--- src/rtl/input_debouncer.sv ---
// Debouncer: synchronizes a raw asynchronous input and only lets a_o follow it
// once the synchronized level has differed from a_o for STABLE_CYCLES samples.
module input_debouncer #(
    parameter int unsigned SYNC_STAGES   = 2,
    parameter int unsigned STABLE_CYCLES = 16,
    parameter int unsigned GLITCH_W      = 8
) (
    input  logic                clk,
    input  logic                reset,
    input  logic                a_raw_i,
    input  logic                enable_i,
    input  logic                glitch_clr_i,
    output logic                a_o,
    output logic                busy_o,
    output logic [GLITCH_W-1:0] glitch_count_o
);

    localparam int unsigned CNT_W = $clog2(STABLE_CYCLES);
    localparam logic [CNT_W-1:0] CNT_LAST = CNT_W'(STABLE_CYCLES - 1);
    localparam logic [GLITCH_W-1:0] GLITCH_MAX = '1;

    typedef enum logic [1:0] {
        STABLE_LOW,
        WAIT_HIGH,
        STABLE_HIGH,
        WAIT_LOW
    } state_t;

    logic [SYNC_STAGES-1:0] sync_q;
    logic                   s;
    state_t                 state_q, state_d;
    logic [CNT_W-1:0]       cnt_q, cnt_d;
    logic [GLITCH_W-1:0]    glitch_d;
    logic                   glitch_inc;

    // Synchronizer chain runs every cycle regardless of enable_i.
    always_ff @(posedge clk or posedge reset) begin
        if (reset) begin
            sync_q <= '0;
        end else begin
            sync_q <= {sync_q[SYNC_STAGES-2:0], a_raw_i};
        end
    end

    assign s = sync_q[SYNC_STAGES-1];

    // Next-state: qualify a differing level, abort on a bounce or on disable.
    always_comb begin
        state_d    = state_q;
        cnt_d      = cnt_q;
        glitch_inc = 1'b0;
        case (state_q)
            STABLE_LOW: begin
                if (enable_i && s) begin
                    state_d = WAIT_HIGH;
                    cnt_d   = CNT_W'(1);
                end
            end
            STABLE_HIGH: begin
                if (enable_i && !s) begin
                    state_d = WAIT_LOW;
                    cnt_d   = CNT_W'(1);
                end
            end
            WAIT_HIGH, WAIT_LOW: begin
                cnt_d = '0;
                if (!enable_i) begin
                    state_d = (state_q == WAIT_HIGH) ? STABLE_LOW : STABLE_HIGH;
                end else if (s == a_o) begin
                    state_d    = (state_q == WAIT_HIGH) ? STABLE_LOW : STABLE_HIGH;
                    glitch_inc = 1'b1;
                end else if (cnt_q == CNT_LAST) begin
                    state_d = (state_q == WAIT_HIGH) ? STABLE_HIGH : STABLE_LOW;
                end else begin
                    cnt_d = cnt_q + CNT_W'(1);
                end
            end
            default: begin
                state_d = STABLE_LOW;
                cnt_d   = '0;
            end
        endcase
    end

    // Clear has priority over a coincident increment; the count saturates.
    always_comb begin
        glitch_d = glitch_count_o;
        if (glitch_clr_i) begin
            glitch_d = '0;
        end else if (glitch_inc && (glitch_count_o != GLITCH_MAX)) begin
            glitch_d = glitch_count_o + GLITCH_W'(1);
        end
    end

    always_ff @(posedge clk or posedge reset) begin
        if (reset) begin
            state_q        <= STABLE_LOW;
            cnt_q          <= '0;
            a_o            <= 1'b0;
            busy_o         <= 1'b0;
            glitch_count_o <= '0;
        end else begin
            state_q        <= state_d;
            cnt_q          <= cnt_d;
            a_o            <= (state_d == STABLE_HIGH) || (state_d == WAIT_LOW);
            busy_o         <= (state_d == WAIT_HIGH) || (state_d == WAIT_LOW);
            glitch_count_o <= glitch_d;
        end
    end

endmodule

--- config.mk ---
export PLATFORM = sky130hd
export DESIGN_NAME = input_debouncer
export DESIGN_NICKNAME = d
export VERILOG_FILES = /design/src/rtl/input_debouncer.sv
export SDC_FILE = /design/constraint.sdc
export NUM_CORES = 1
export LEC_CHECK = 0
export ABC_AREA = 0
export CORE_MARGIN = 1.5
export CORE_UTILIZATION = 45
export CTS_CLUSTER_DIAMETER = 80
export DETAILED_ROUTE_END_ITERATION = 10
export PLACE_DENSITY = 0.7
export SETUP_SLACK_MARGIN = 0.2
export SKIP_CTS_REPAIR_TIMING = 1
export SYNTH_ARGS = -nofsm -noshare
export SYNTH_HDL_FRONTEND = slang
export SYNTH_SLANG_ARGS = --single-unit
--- constraint.sdc ---
create_clock -name clk -period 1.6 [get_ports clk]
set_input_delay 0.24 -clock clk [delete_from_list [all_inputs] [get_ports clk]]
set_output_delay 0.24 -clock clk [all_outputs]
set_load 0.005 [all_outputs]
==> out/metrics.yaml <==
status: "finished clean"
tightest_slew_ns: 0.3171
start_kind: "flip-flop"
root_buffer: "clkbuf_4"
h-tree-depth: 1
drc: 0
first_pass_iters: 4
clock-sinks: 17
num_io_pins: 15
drive_gt1_share_pct: 30.56
worstPathRequired_ns: 1.78
cp.arrival_ns: 1.65
die_h_um: 46.45
dr.max_layer_used: "met4"
syn_inst: 82
synth_cell_types: 32
drt-met1-wl_um: 862
max_clock_freq_mhz: 681.4
wl_per_cell_um: 15.04
grt_pass1_vias: 608
finalCriticalPeriod_ns: 1.468
synth_seq_area_share_pct: 50.07
vias: 738
worst-path-max-fanout: 4
routabilityCongestion: 0.7535
slew-limit-headroom_pct: 78.79
final_hold_viol_count: 0
clk_pin_slew_ns: 0.09
cp_top_family: "flip-flops"
rsz0062_at_grt: "true"
ant_nets: 0
cts_buffer_depth: 2
met2_length_um: 995
clk_latency_ns: 0.29
critPathKind: "flip-flop to flip-flop"
synth_top_area_share_pct: 50.07
synth_flop_cell: "dfrtp_1"
viasPerCell: 5.549
power-per-cell-area_nw_per_um2: 615.9
syn_area_per_cell_um2: 10.36
reg2reg_slack_ns: 0.13
syn_nets: 89
worstReg2RegStart: "glitch_count_o[0]$_DFFE_PP0P_"
cts_made_buffers: 3
synth_edf_count: 0
overflow: 0
critPathMaxStageDelay_ns: 0.46
cap_violations: 0
antenna_found_initial: 0
antenna_cells: 0
synth_warnings: 0
grt_use_total_pct: 17.10
period_share_pct: 91.73
ys_async_sr_fraction_pct: 100.0
whs_ns: 0.2656
chipWidth_um: 46.45
first_iter_violations: 25
ys_top_cells_by_area: "dfrtp_1, nand2_1, nor2_1"
ys_top_cells_by_count: "dfrtp_1, nand2_1, nor2_1"
syn_to_final_growth_pct: 47.72
wl_um: 2000
ir_drop_mv: 0.4955
wl_met3_um: 120
portBuffers: 14
grt_pass1_wl_um: 2559
skew_ns: 0.009061
cts_tree: "built"
start_util_pct: 48.67
syn_area_um2: 849.6
ys_ff_latch: 17
core.rowCount: 15
setup_tns_ns: 0
crit_slowest_cell: "dfrtp_2"
slew_viol_final: 0
coreArea_um2: 1745
synth.most_common_cell: "dfrtp_1"
worst-path-buf-inv: 0
p_leak_uw: 0.0006667
synth_top_area_cell: "dfrtp_1"
r2r-end: "glitch_count_o[1]$_DFFE_PP0P_"
setup_violations: 0
dp_hpwl_um: 1189
hold_path_class: "input pin to async pin"
grt_max_degree: 18
fin_nets: 116
cp_cell_sequence: "ha_4 > and3_4 > a211o_4 > mux2i_1 > nor2_1"
finalPower_uw: 773.0
die_area_um2: 2158
r2r_cells: 5
endpoint_kind: "flip-flop"
cells by family (layout without fill, tap and decap cells):
kind of cell | count (synthesis) | in the layout | share of synthesized area [%]
muxes | 3 | 3 | 3.829
DFF | 17 | 17 | 50.07
xor gates and xnor gates | 3 | 4 | 3.977
adders and majority gates | 2 | 2 | 2.945
buffers and inverters | 4 | 29 | 2.209
and+or+nand+nor | 37 | 37 | 23.71
AOI/OAI and AO/OA | 16 | 16 | 13.26
routing by layer:
metal / up-vias / track usage (%)
met5: - / 0
li1: 354 / -
met2: 23 / 25.83
met4: 0 / 3.429
met1: 357 / 22.74
met3: 4 / 7.451
registers in the layout, summed over array words and instances (netlist names):
register and flops:
glitch_count_o 8, sync_q 2, cnt_q 4, busy_o 1
state_q 1, a_o 1
cells in the final DEF, fill, tap and decap left out, types with 2 or more instances in the layout:
master,Yosys,layout
ha_4,0,2
o22ai_1,2,2
a41oi_1,2,2
clkbuf_4,0,3
buf_4,1,7
nor3_1,2,2
and3_1,3,2
a31oi_1,2,2
dfrtp_1,17,10
inv_1,2,2
a211oi_1,2,2
nand3_1,5,4
nor2b_1,2,2
xor2_4,0,2
xor2_1,2,2
a21oi_1,4,4
mux2_2,2,2
nand2_1,8,7
nor2_1,8,7
dfrtp_2,0,7
nand4_1,2,2
dlymetal6s2s_1,0,8
clkdlybuf4s50_1,0,6
worst reg2reg max path, cell delays in order (launching register included):
cell,delay [ns]
dfrtp_2,0.46
ha_4,0.18
and3_4,0.14
a211o_4,0.34
mux2i_1,0.16
nor2_1,0.07
worst max path at each step:
stage                                               end  cells past startpoint                          start
after floorplan           glitch_count_o[1]$_DFFE_PP0P_                      5  glitch_count_o[1]$_DFFE_PP0P_
after global placement    glitch_count_o[6]$_DFFE_PP0P_                      5                       enable_i
after detailed placement  glitch_count_o[7]$_DFFE_PP0P_                      5                       enable_i
after CTS                                           a_o                      1                  a_o$_DFF_PP0_
after global routing      glitch_count_o[3]$_DFFE_PP0P_                      5  glitch_count_o[1]$_DFFE_PP0P_
final                     glitch_count_o[1]$_DFFE_PP0P_                      5  glitch_count_o[0]$_DFFE_PP0P_
power by group:
group	internal, uW	total, uW	switching (uW)
clock	97.1	223	126
combinational	43.3	87.9	44.6
sequential	443	462	19.1
cell type report:
cell class | count | area [um^2]
clock buffer | 4 | 26.28
fill | 130 | 490.5
inverter | 2 | 7.507
multi-input combinational | 62 | 511.7
sequential | 17 | 434.2
tap | 25 | 31.28
timing repair buffer | 23 | 244.0
metrics by stage:
stage	setup slack [ns]	utilization, %	std cells	area [um^2]
after floorplan	0.1927	-	82	863.3
after global placement	0.04815	60.36	123	1054
after detailed placement	-0.006195	60.36	123	1054
after CTS	0.06702	61.86	127	1080
after global routing	0.06248	71.90	133	1255
final	0.1323	71.90	133	1255
Power figures use the tool's default switching activity.
